**src/rtl/signal_pkg.sv**
```systemverilog
// rtl/signal_pkg.sv - shared encodings for the traffic-signal lamp interface and its monitor
package signal_pkg;

    typedef enum logic [1:0] {
        ST_IDLE  = 2'd0,
        ST_A_RUN = 2'd1,
        ST_B_RUN = 2'd2,
        ST_FAULT = 2'd3
    } state_t;

    localparam logic [2:0] FC_NONE     = 3'd0;
    localparam logic [2:0] FC_CONFLICT = 3'd1;
    localparam logic [2:0] FC_DARK     = 3'd2;
    localparam logic [2:0] FC_SHORT    = 3'd3;
    localparam logic [2:0] FC_STUCK    = 3'd4;

    localparam logic [1:0] PH_NONE = 2'd0;
    localparam logic [1:0] PH_A    = 2'd1;
    localparam logic [1:0] PH_B    = 2'd2;

    // Lamp patterns packed as {Ago, Astop, Bgo, Bstop}
    localparam logic [3:0] LAMP_A_PH = 4'b1001;
    localparam logic [3:0] LAMP_B_PH = 4'b0110;
    localparam logic [3:0] LAMP_DARK = 4'b0000;

endpackage

```
**src/rtl/signal_monitor_if.sv**
```systemverilog
// rtl/signal_monitor_if.sv - lamp bundle between signal controller (master) and monitor (slave)
interface signal_monitor_if;
    logic Ago;
    logic Astop;
    logic Bgo;
    logic Bstop;

    modport master (output Ago, Astop, Bgo, Bstop);
    modport slave  (input  Ago, Astop, Bgo, Bstop);
endinterface

```
**src/rtl/signal_lamp_sampler.sv**
```systemverilog
// rtl/signal_lamp_sampler.sv - registers the lamp inputs and decodes them one-hot
module signal_lamp_sampler
    import signal_pkg::*;
(
    input  logic                   clk,
    input  logic                   reset_n,
    signal_monitor_if.slave        lamps,
    output logic                   a_ph,
    output logic                   b_ph,
    output logic                   dark,
    output logic                   illegal
);

    logic [3:0] sample;

    always_ff @(posedge clk or negedge reset_n) begin
        if (!reset_n) begin
            sample <= LAMP_DARK;
        end else begin
            sample <= {lamps.Ago, lamps.Astop, lamps.Bgo, lamps.Bstop};
        end
    end

    assign a_ph    = (sample == LAMP_A_PH);
    assign b_ph    = (sample == LAMP_B_PH);
    assign dark    = (sample == LAMP_DARK);
    assign illegal = ~(a_ph | b_ph | dark);

endmodule

```
**src/rtl/signal_monitor.sv**
```systemverilog
// rtl/signal_monitor.sv - lamp watchdog: conflict/dark/short/stuck detection with latched fault
module signal_monitor
    import signal_pkg::*;
#(
    parameter int NBITS     = 32,
    parameter int MIN_GREEN = 16,
    parameter int MAX_PHASE = 256
) (
    input  logic             clk,
    input  logic             reset_n,
    signal_monitor_if.slave  lamps,
    input  logic             clear_fault,
    output logic             fault,
    output logic [2:0]       fault_code,
    output logic [1:0]       phase,
    output logic [NBITS-1:0] dwell,
    output logic [NBITS-1:0] last_len,
    output logic [15:0]      handover_cnt,
    output logic             handover
);

    generate
        if (((64'(MAX_PHASE) >> NBITS) != 64'd0) || (MIN_GREEN > MAX_PHASE)) begin : g_bad_params
            $error("signal_monitor: need MAX_PHASE < 2**NBITS and MIN_GREEN <= MAX_PHASE");
        end
    endgenerate

    logic a_ph, b_ph, dark, illegal;

    signal_lamp_sampler u_sampler (
        .clk     (clk),
        .reset_n (reset_n),
        .lamps   (lamps),
        .a_ph    (a_ph),
        .b_ph    (b_ph),
        .dark    (dark),
        .illegal (illegal)
    );

    state_t     state;
    logic       run_same;
    logic       run_other;
    logic [2:0] det_code;

    assign run_same  = (state == ST_B_RUN) ? b_ph : a_ph;
    assign run_other = (state == ST_B_RUN) ? a_ph : b_ph;

    // One fault per sample, highest priority first
    always_comb begin
        det_code = FC_NONE;
        case (state)
            ST_IDLE: begin
                if (illegal) det_code = FC_CONFLICT;
            end
            ST_A_RUN, ST_B_RUN: begin
                if (illegal)
                    det_code = FC_CONFLICT;
                else if (dark)
                    det_code = FC_DARK;
                else if (run_other && (dwell < NBITS'(MIN_GREEN)))
                    det_code = FC_SHORT;
                else if (run_same && (dwell == NBITS'(MAX_PHASE)))
                    det_code = FC_STUCK;
            end
            default: det_code = FC_NONE;
        endcase
    end

    always_ff @(posedge clk or negedge reset_n) begin
        if (!reset_n) begin
            state        <= ST_IDLE;
            fault        <= 1'b0;
            fault_code   <= FC_NONE;
            phase        <= PH_NONE;
            dwell        <= '0;
            last_len     <= '0;
            handover_cnt <= '0;
            handover     <= 1'b0;
        end else begin
            handover <= 1'b0;
            if (state != ST_FAULT && det_code != FC_NONE) begin
                state      <= ST_FAULT;
                fault      <= 1'b1;
                fault_code <= det_code;
                phase      <= PH_NONE;
            end else begin
                case (state)
                    ST_IDLE: begin
                        if (a_ph) begin
                            state <= ST_A_RUN;
                            phase <= PH_A;
                            dwell <= NBITS'(1);
                        end else if (b_ph) begin
                            state <= ST_B_RUN;
                            phase <= PH_B;
                            dwell <= NBITS'(1);
                        end
                    end
                    ST_A_RUN, ST_B_RUN: begin
                        if (run_other) begin
                            state        <= (state == ST_A_RUN) ? ST_B_RUN : ST_A_RUN;
                            phase        <= (state == ST_A_RUN) ? PH_B : PH_A;
                            last_len     <= dwell;
                            dwell        <= NBITS'(1);
                            handover     <= 1'b1;
                            handover_cnt <= handover_cnt + 16'd1;
                        end else if (run_same) begin
                            dwell <= dwell + NBITS'(1);
                        end
                    end
                    ST_FAULT: begin
                        // Counters stay frozen; only an explicit clear leaves FAULT
                        if (clear_fault) begin
                            state      <= ST_IDLE;
                            fault      <= 1'b0;
                            fault_code <= FC_NONE;
                            dwell      <= '0;
                        end
                    end
                    default: state <= ST_IDLE;
                endcase
            end
        end
    end

endmodule

```
**src/flat_wrapper.sv**
```systemverilog
// flat-port wrapper written by rule: the top's interface ports become plain ports
module signal_monitor_flat import signal_pkg::*;
#(
    parameter int NBITS     = 32,
    parameter int MIN_GREEN = 16,
    parameter int MAX_PHASE = 256
)
  (clk, reset_n, clear_fault, fault, fault_code, phase, dwell, last_len, handover_cnt, handover, lamps_Ago, lamps_Astop, lamps_Bgo, lamps_Bstop);
  signal_monitor_if lamps_i ();
  input  logic clk;
  input  logic reset_n;
  input  logic clear_fault;
  output logic fault;
  output logic [2:0] fault_code;
  output logic [1:0] phase;
  output logic [NBITS-1:0] dwell;
  output logic [NBITS-1:0] last_len;
  output logic [15:0] handover_cnt;
  output logic handover;
  input wire logic [$bits(lamps_i.Ago)-1:0] lamps_Ago;
  input wire logic [$bits(lamps_i.Astop)-1:0] lamps_Astop;
  input wire logic [$bits(lamps_i.Bgo)-1:0] lamps_Bgo;
  input wire logic [$bits(lamps_i.Bstop)-1:0] lamps_Bstop;
  assign lamps_i.Ago = lamps_Ago;
  assign lamps_i.Astop = lamps_Astop;
  assign lamps_i.Bgo = lamps_Bgo;
  assign lamps_i.Bstop = lamps_Bstop;
  signal_monitor #(.NBITS(NBITS), .MIN_GREEN(MIN_GREEN), .MAX_PHASE(MAX_PHASE)) u_core (.clk(clk), .reset_n(reset_n), .lamps(lamps_i), .clear_fault(clear_fault), .fault(fault), .fault_code(fault_code), .phase(phase), .dwell(dwell), .last_len(last_len), .handover_cnt(handover_cnt), .handover(handover));
endmodule
```
**config.mk**
```make
export PLATFORM = sky130hd
export DESIGN_NAME = signal_monitor_flat
export DESIGN_NICKNAME = d
export VERILOG_FILES = /design/src/rtl/signal_pkg.sv /design/src/rtl/signal_monitor_if.sv /design/src/rtl/signal_lamp_sampler.sv /design/src/rtl/signal_monitor.sv /design/src/flat_wrapper.sv
export SDC_FILE = /design/constraint.sdc
export NUM_CORES = 1
export LEC_CHECK = 0
export BUFFER_PORTS_ARGS = -buffer_cell sky130_fd_sc_hd__buf_2
export CORE_ASPECT_RATIO = 0.9
export CORE_MARGIN = 4
export CORE_UTILIZATION = 55
export CTS_BUF_LIST = sky130_fd_sc_hd__clkbuf_4 sky130_fd_sc_hd__clkbuf_8 sky130_fd_sc_hd__clkbuf_16
export CTS_CLUSTER_SIZE = 12
export DETAILED_ROUTE_END_ITERATION = 16
export GPL_ROUTABILITY_DRIVEN = 0
export PLACE_DENSITY = 0.8
export REMOVE_ABC_BUFFERS = 1
export SLEW_MARGIN = 20
export SYNTH_ARGS = -nofsm -noshare
export SYNTH_HDL_FRONTEND = slang
export SYNTH_SLANG_ARGS = --single-unit
```
**constraint.sdc**
```tcl
create_clock -name clk -period 3.1 [get_ports clk]
set_input_delay 0.155 -clock clk [delete_from_list [all_inputs] [get_ports clk]]
set_output_delay 0.155 -clock clk [all_outputs]
set_load 0.01 [all_outputs]
```
* Yosys cells after proc, flatten, opt, wreduce, memory -nomap -nowiden
Index checks and enable logic that the tools add are counted.
** Storage, ports and cells
- Register bits after elaboration :: 93
- Bits in latches :: 0
- Bits in writable memories :: 0
- Bits in read-only memories :: 0
- Input port bits :: 7
- Output and inout bits :: 87
- Word-level logic and storage cells :: 75
- Memories kept :: 0
** Cells by class
- Add/sub/neg operators :: 2
- Multipliers :: 0
- Div/mod/pow operators :: 0
- Order comparisons :: 1
- Equal/unequal tests :: 13
- Shift-type cells :: 0
- Mux-type cells :: 32
- Bitwise gates (word level) :: 3
- Reduce and logical (&&, ||, !) cells :: 15
** Operator list (count)
- $mux W32 :: 5
- $pmux W32 S3 :: 1
- $add A32 B1 Y32 const B :: 1
- $eq A32 B9 Y1 const B :: 1
- $lt A32 B5 Y1 const B :: 1
- $mux W3 :: 7
- $add A16 B1 Y16 const B :: 1
- $mux W2 :: 7
- $mux W1 :: 9
- $ne A3 B1 Y1 const B :: 3
- $reduce_and A3 Y1 :: 3
- $pmux W2 S3 :: 1
- $pmux W3 S2 :: 1
- $reduce_bool A3 Y1 :: 2
- $eq A2 B2 Y1 const B :: 2
- $eq A4 B3 Y1 const B :: 1
- $eq A4 B4 Y1 const B :: 1
- $logic_not A4 Y1 :: 1
- $ne A2 B2 Y1 const B :: 2
- $ne A4 B1 Y1 const B :: 1
- $pmux W2 S2 :: 1
- $reduce_and A4 Y1 :: 1
- $reduce_bool A2 Y1 :: 2
- $logic_and A1 B1 Y1 :: 3
- 7 further kinds :: 8

* Logic depth before layout (Yosys ltp)
Gate-level depths: netlist (run 1).
- Word-level depth :: 12
- Mapped depth :: 10

* Modules after synthesis
From an unflattened synthesis (run 1), not the netlist that was laid out.
** Second synthesis, totals
- Cells, all modules :: 448
- Area, all modules :: 4680.7 um^2
** Modules (own cells, without submodules)
- signal_monitor :: times used 1, cells an instance 438, area each 4533.1 um^2, seq. area each 2227.1 um^2
- signal_lamp_sampler :: times used 1, cells an instance 10, area each 147.6 um^2, seq. area each 100.1 um^2

* Worst setup path before layout (run 1)
Ideal clock, no wire load.
- Kind :: register to register
- Start :: register u_core.state[0]
- End :: register u_core.last_len[10]
- Library setup time :: 0.125 ns
- Arrival :: 2.139 ns
- Data required time :: 2.975 ns
- Setup slack :: 0.836 ns
- Stages on the path, launching flop included :: 8
- Clock period less this slack :: 2.264 ns
- Path through :: dfrtp_1 inv_1 ha_1 mux2_2 nand2b_1 a211oi_2 buf_2 mux2_2
** Between the ends
- Word-level cells in the longest chain between the ends :: 12
- Elaborated cells between the ends (all ways) :: 18
- Those cells by class :: eq/ne (3); mux (7); bitwise (1); reduce/logical (7)
** Ends and longest elaborated chain
- from (decl) :: RTL line signal_monitor.sv:40 : state_t state;
- from (signal assigned) :: RTL line signal_monitor.sv:101 : state <= (state == ST_A_RUN) ? ST_B_RUN : ST_A_RUN;
- $eq A2 B2 Y1
- $mux W1 :: RTL line signal_monitor.sv:45 : assign run_same = (state == ST_B_RUN) ? b_ph : a_ph;
- $logic_and A1 B1 Y1 :: RTL line signal_monitor.sv:62 : else if (run_same && (dwell == NBITS'(MAX_PHASE)))
- $mux W3 :: RTL line signal_monitor.sv:62
- $mux W3 :: RTL line signal_monitor.sv:60 : else if (run_other && (dwell < NBITS'(MIN_GREEN)))
- $mux W3 :: RTL line signal_monitor.sv:58 : else if (dark)
- $mux W3 :: RTL line signal_monitor.sv:56 : if (illegal)
- $pmux W3 S2 :: RTL line signal_monitor.sv:51 : case (state)
- $reduce_bool A3 Y1 :: RTL line signal_monitor.sv:81 : if (state != ST_FAULT && det_code != FC_NONE) begin
- $logic_and A1 B1 Y1 :: RTL line signal_monitor.sv:81
- $not A1 Y1 (no source line)
- $reduce_and A3 Y1 (no source line) *
- to (signal assigned) :: RTL line signal_monitor.sv:103 : last_len <= dwell;
- to (decl) :: RTL line signal_monitor.sv:17 : output logic [NBITS-1:0] last_len,
Every way passes the cells marked *; elsewhere a longest branch is shown, timed or not.
A chain may end at the register's enable or synchronous reset.

* Worst setup path in the final report (run 1)
- Start :: register u_core.u_sampler.sample[0]
- End :: register u_core.last_len[18]
** Between the ends
- Word-level cells in the longest chain between the ends :: 12
- Elaborated cells between the ends (all ways) :: 19
- Those cells by class :: eq/ne (2); mux (8); bitwise (3); reduce/logical (6)
** Ends and longest elaborated chain
- from (decl) :: RTL line signal_lamp_sampler.sv:14 : logic [3:0] sample;
- from (signal assigned) :: RTL line signal_lamp_sampler.sv:20 : sample <= {lamps.Ago, lamps.Astop, lamps.Bgo, lamps.Bstop};
- $eq A4 B4 Y1 / $eq A4 B3 Y1 (equally long branches) :: RTL line signal_lamp_sampler.sv:24, signal_lamp_sampler.sv:25
- $mux W1 :: RTL line signal_monitor.sv:45
- $logic_and A1 B1 Y1 :: RTL line signal_monitor.sv:62
- $mux W3 :: RTL line signal_monitor.sv:62
- $mux W3 :: RTL line signal_monitor.sv:60
- $mux W3 :: RTL line signal_monitor.sv:58
- $mux W3 :: RTL line signal_monitor.sv:56
- $pmux W3 S2 :: RTL line signal_monitor.sv:51
- $reduce_bool A3 Y1 :: RTL line signal_monitor.sv:81
- $logic_and A1 B1 Y1 :: RTL line signal_monitor.sv:81
- $not A1 Y1 (no source line)
- $reduce_and A3 Y1 (no source line) *
Marks and branches as above.

==> results of run 1 <==
[power by group through the flow]
stage,combinational [mW],clock (mW),sequential [mW]
after detailed placement,1.34,0,1.46
after global placement,1.30,0,1.45
after floorplan,0.843,0,1.48
after CTS,1.35,0.833,1.43
final,1.35,0.813,1.43
after global routing,1.49,0.896,1.45
[worst min-delay path by stage]
stage	endpoint	slack, ns	from	depth (start not counted)
finish	u_core.fault	0.15	clear_fault	3
global route	u_core.fault	0.15	clear_fault	3
CTS	u_core.fault	0.13	clear_fault	3
detailed placement	u_core.phase[0]	0.19	reset_n	1
global placement	u_core.state[1]	0.19	reset_n	1
floorplan	u_core.dwell[0]	-0.14	reset_n	0
[cell usage in the layout (no fill, tap or decap), drive strengths merged, types with 2 or more instances in the layout]
| master | count |
|---|---|
| and3 | 10 |
| o22ai | 2 |
| ha | 8 |
| o311ai | 3 |
| a21oi | 6 |
| clkinvlp | 4 |
| a31oi | 11 |
| dlygate4sd3 | 5 |
| nand3b | 3 |
| nand4 | 22 |
| xnor2 | 13 |
| xor2 | 3 |
| inv | 14 |
| o21ai | 50 |
| nand4bb | 2 |
| o31a | 2 |
| a21o | 3 |
| o31ai | 3 |
| nand3 | 19 |
| nor4 | 14 |
| mux2 | 34 |
| clkbuf | 9 |
| a211o | 2 |
| and2 | 4 |
| a2bb2oi | 2 |
| or3 | 3 |
| dfrtp | 93 |
| o22a | 2 |
| nor2 | 22 |
| nor3 | 7 |
| or4 | 2 |
| mux2i | 2 |
| o41ai | 2 |
| and4 | 4 |
| nand2b | 4 |
| nand2 | 33 |
| buf | 103 |
[synthesized netlist by cell type, types with 2 or more instances]
| cell type | number |
|---|---|
| nand3_1 | 19 |
| xnor2_1 | 13 |
| nand3b_1 | 3 |
| and4_1 | 4 |
| o21ai_0 | 49 |
| o311ai_0 | 3 |
| o41ai_1 | 2 |
| xor2_1 | 3 |
| a211o_1 | 2 |
| o22a_1 | 2 |
| buf_2 | 10 |
| and3_1 | 10 |
| o31a_1 | 2 |
| nand2_1 | 33 |
| mux2_2 | 34 |
| o31ai_1 | 3 |
| a21oi_1 | 6 |
| clkbuf_1 | 7 |
| nor2_1 | 21 |
| and2_1 | 3 |
| buf_6 | 2 |
| inv_1 | 13 |
| mux2i_1 | 2 |
| nand2b_1 | 4 |
| nand4_1 | 22 |
| a31oi_1 | 11 |
| ha_1 | 8 |
| a21o_1 | 3 |
| or3_1 | 3 |
| o22ai_1 | 2 |
| dfrtp_1 | 93 |
| nor4_2 | 3 |
| nor3_1 | 7 |
| nor4_1 | 11 |
| or4_1 | 2 |
[worst register-to-register path, delay by kind of cell (launching register included)]
family                 cells  cell delay [ns]
muxes                      1             0.40
and+or+nand+nor            2             0.94
DFF                        1             0.45
AOI/OAI and AO/OA          1             0.30
buffers and inverters      1             0.36
[metal layers]
metal / part of all wire / track usage
met1: 0.43 / 0.2808
met2: 0.50 / 0.3755
met3: 0.055 / 0.05263
met4: 0.012 / 0.06202
met5: 0 / 0
[final cells by class]
cell class / instances / area [um2] / share of cell area
clock buffer: 9 / 123.9 / 0.02301
clock inverter: 7 / 73.82 / 0.01371
inverter: 13 / 48.80 / 0.009066
multi-input combinational: 307 / 2092 / 0.3887
sequential: 93 / 2327 / 0.4324
tap: 99 / 123.9 / 0.02301
timing repair buffer: 108 / 593.1 / 0.1102
[cells by family after synthesis]
| kind of cell | share of synthesized area |
|---|---|
| xor+xnor | 0.03066 |
| simple gates | 0.1872 |
| buf+inv | 0.03477 |
| flops | 0.5092 |
| mux | 0.08815 |
| fa+ha+maj | 0.02190 |
| compound gates | 0.1281 |
[through the flow]
| stage | utilization | setup TNS, ns |
|---|---|---|
| 3_3_place_gp | 0.6365 | 0 |
| 4_1_cts | 0.6672 | 0 |
| 6_report | 0.6672 | 0 |
| 3_5_place_dp | 0.6365 | 0 |
| 5_1_grt | 0.6672 | 0 |
| 2_1_floorplan | - | -29.35 |
[registers in the layout, indices dropped and copies added, names as in the netlist]
| register | cells |
|---|---|
| u_core.handover | 1 |
| u_core.handover_cnt | 16 |
| u_core.fault | 1 |
| u_core.dwell | 32 |
| u_core.last_len | 32 |
| u_core.fault_code | 3 |
| u_core.u_sampler.sample | 4 |
| u_core.phase | 2 |
| u_core.state | 2 |
==> metrics.txt, run 1 <==
status finished, final reports clean; final setup vio count 0; post-CTS setup buffers 0; I/O pin total 94; Reg power frac 0.397; RSZ-0062 raised after global routing false; post-synth top area share 0.5092; startpoint types flip-flop; drt wl/cell ~17 um; TritonCTS buffer count 9; Yosys reg bits 93; Comb power frac 0.377; global-route wire length before repair 17600 um; Peak VDD IR approximately 0.0004 V; worst r2r src u_core.u_sampler.sample[0]; fillcell total 658; fmax between 300 and 400 MHz; Post-Synthesis Cells 434; detailed-router iteration count before antenna repair 5; Syn Std Cell Area about 4600 um2; DR vias 3865; PwrDens 668.3 nW/um2; Chip Width roughly 100 um; pre-CTS worst setup slack about 0.61 ns; clock tree buffer depth 2; Hold Vio Cnt, Final 0; top_reg_cell synth dfrtp_1; Iter 0 DRT Violations approximately 160; critical path required time around 3.4 ns; clock group share of total power 0.226; R2R setup slack 0.54 ns; leading area contributor after synthesis dfrtp_1; Initial Util 0.5665; worst-margin pin slew ~0.84 ns; Pwr Total about 3.6 mW; relative max-transition margin 0.4324; CTS tree done; Placed Area 5135 um2; Core Rows 31; cell internal pwr 2.177 mW; ys async rst share 1.000; aggregate global routing overflow 0; Worst-path clk slew ~0.090 ns; post-layout min period between 2 and 3 ns; Core Region roughly 8000 um2; CP max stage cell nor4_1; Crit path arrival time about 2.8 ns; crit path cell chain nor4_1, nor4_2, a211oi_4, buf_4, mux2_2; crit path to u_core.last_len[18]; Slew Limit Fails 0; critical path class flip-flop to flip-flop; largest net degree at the start of global routing 46; sequential area share after synthesis 0.5092; WL final between 10000 and 15000 um; P_sw between 1 and 1.5 mW; Setup crit end kind flip-flop; Worst Hold Class input port to flip-flop; Sw Share 0.3947; crit path max fanout 30; Crit path depth 5; yosys warns 0; Root Buffer clkbuf_8; synth unique cells 54; clock sink total 93; ranking of synthesized cells by area dfrtp_1 (51%), mux2_2 (8.4%), o21ai_0 (5.4%); via-per-instance ratio 6.077; antenna cells 0; final cell count without fillers 636; die area a little under 10000 um2; HPWL after DPL 7331 um; post-CTS sizing 0; final instance area 5383 um2; cell family with most CP delay simple AND/OR/NAND/NOR gates; vias in the first global route between 3000 and 4000; GRT Util Overall 0.2189; Leakage 2.678 nW; final hold slack about 0.15 ns; fin crit share 0.8249; Post-DRT Antenna Nets 0; nets roughly 550; worst r2r path cells 5; CTS Hold Bufs 5; Area Overhead vs Synth 17.77%; Post-synth EDFFs 0; Final WS setup roughly 0.54 ns; share of layout cells above drive strength 1 0.3017; Crit path largest cell delay roughly 0.76 ns; RR Endpoint u_core.last_len[18]; chip height 94.48 um; antenna violations before repair 0; max-capacitance violation count 0; Bufs and invs on worst path 1; # H-tree levels 3; Buffers on Ports 93; Final Skew 0.009493 ns; placed cells about 620; clk_lat worst skew ~0.36 ns; Critical Path Start u_core.u_sampler.sample[0]; Avg Inst Size Synth around 11 um2; DRC 0
No activity file was read; power rests on OpenSTA's default activity.
==> run 2, diff against run 1 <==
- clock period: 3.1 -> 2.5 ns (I/O delays scaled with it)
==> metrics.txt, run 2 (synthesis gave the netlist of run 1 again) <==
DRC 0; clock sink total 93; CP most frequent cell mux2_2; HPWL after DPL between 7000 and 8000 um; antenna cells 0; CTS tree done; fin crit share 0.9664; vias in the first global route 3861; global-route wire length before repair 18920 um; # H-tree levels 3; via-per-instance ratio 5.980; GRT Util Overall 0.2344; hold wc startpoint clear_fault; Worst Hold Class input port to flip-flop; crit path cell chain inv_1, ha_1, mux2_2, nand2b_1, a211oi_4, buf_12, mux2_2; Leakage ~2.8 nW; largest net degree at the start of global routing 94; crit path max fanout 32; clk_lat worst skew ~0.36 ns; CP max stage cell dfrtp_1; I/O pin total 94; Peak VDD IR 0.0005044 V; status finished, final reports clean; final setup vio count 0; fin util 0.6979; max-capacitance violation count 0; Setup crit end kind flip-flop; PwrDens around 830 nW/um2; Final Skew about 0.014 ns; aggregate global routing overflow 0; worst-margin pin slew slightly above 0.6 ns; Crit path arrival time about 2.7 ns; R2R setup slack 0.08 ns; relative max-transition margin 0.5887; post-layout min period about 2.4 ns; Crit path largest cell delay 0.44 ns; Core Region 8068 um2; fmax about 410 MHz; final cell count without fillers about 660; hold path depth 3; Buffers on Ports slightly above 90; top flop regs u_core.dwell: 32 flops, u_core.last_len: 32 flops, u_core.handover_cnt: 16 flops; RR Endpoint u_core.last_len[20]; Slew Limit Fails 0; commonest cells after routing, fill and taps aside buf_2 (92), dfrtp_1 (92), o21ai_0 (48); share of layout cells above drive strength 1 0.3387; WL final roughly 11000 um; chip height ~94 um; Worst-path clk slew ~0.09 ns; nets approximately 570; Critical Path Start u_core.state[0]; Root Buffer clkbuf_8; DR vias between 3000 and 4000; die area 9834 um2; Core Rows 31; placed cells 636; crit path to u_core.last_len[20]; Area Overhead vs Synth 23.19%; drt wl/cell about 17 um; worst r2r path cells 7; Post-DRT Antenna Nets 0; startpoint types flip-flop; antenna violations before repair 0; critical path required time between 2 and 3 ns; Hold Vio Cnt, Final 0; Iter 0 DRT Violations 274; clock tree buffer depth 2; critical path class flip-flop to flip-flop; Initial Util 0.5665; detailed-router iteration count before antenna repair 4; Chip Width roughly 100 um; TritonCTS buffer count 9; worst r2r src u_core.state[0]; fillcell total 609
-- run 2: final cells by class --
class                      count  area (um2)  share of cell area
timing repair buffer         129       795.8              0.1413
clock inverter                 6       68.82             0.01222
clock buffer                  10       137.6             0.02444
sequential                    93        2328              0.4136
inverter                      13       48.80            0.008667
multi-input combinational    307        2127              0.3778
tap                           99       123.9             0.02200
-- run 2: where the power goes --
group	switching, mW	internal (mW)
clock	0.542	0.497
combinational	1.17	0.720
sequential	0.133	1.64
-- run 2: stage by stage --
step	hold WS [ns]	area, um2	setup TNS (ns)	power (mW)	setup slack (ns)
floorplan	-0.1706	4461	-58.84	2.875	-1.239
global placement	0.2102	5330	0	3.510	0.1573
detailed placement	0.2141	5330	-0.04289	3.578	-0.04289
CTS	0.1016	5597	0	4.656	0.01464
global route	0.1233	5630	-0.09342	4.998	-0.02080
finish	0.1202	5630	0	4.700	0.08412
-- run 2: worst min-delay path by stage --
stage                     slack [ns]              end
final                           0.12     u_core.fault
after global routing            0.12     u_core.fault
after CTS                       0.10     u_core.fault
after detailed placement        0.21  u_core.phase[1]
after global placement          0.21  u_core.phase[0]
after floorplan                -0.17  u_core.dwell[0]
-- run 2: routing by layer --
| metal | vias to the layer above | share of wire | global-route usage |
|---|---|---|---|
| li1 | 1838 | - | - |
| met1 | 1926 | 0.43 | 0.3152 |
| met2 | 150 | 0.49 | 0.3956 |
| met3 | 15 | 0.068 | 0.05195 |
| met4 | 0 | 0.011 | 0.05094 |
| met5 | - | 0 | 0 |
-- run 2: timing repair --
item                       4_1_cts  5_1_grt
buffers inserted                 0        0
hold buffers                     5        0
pin swaps                        0        1
setup endpoints to repair        2       61
hold endpoints to repair        97        0
gates resized for setup          2       11
-- run 2: worst max-delay path, delay by kind of cell, from the launching register on --
kind,cells,cell delay [ns]
and+or+nand+nor,1,0.19
DFF,1,0.44
buffers and inverters,2,0.36
muxes,2,0.76
adders and majority gates,1,0.24
AOI/OAI and AO/OA,1,0.30
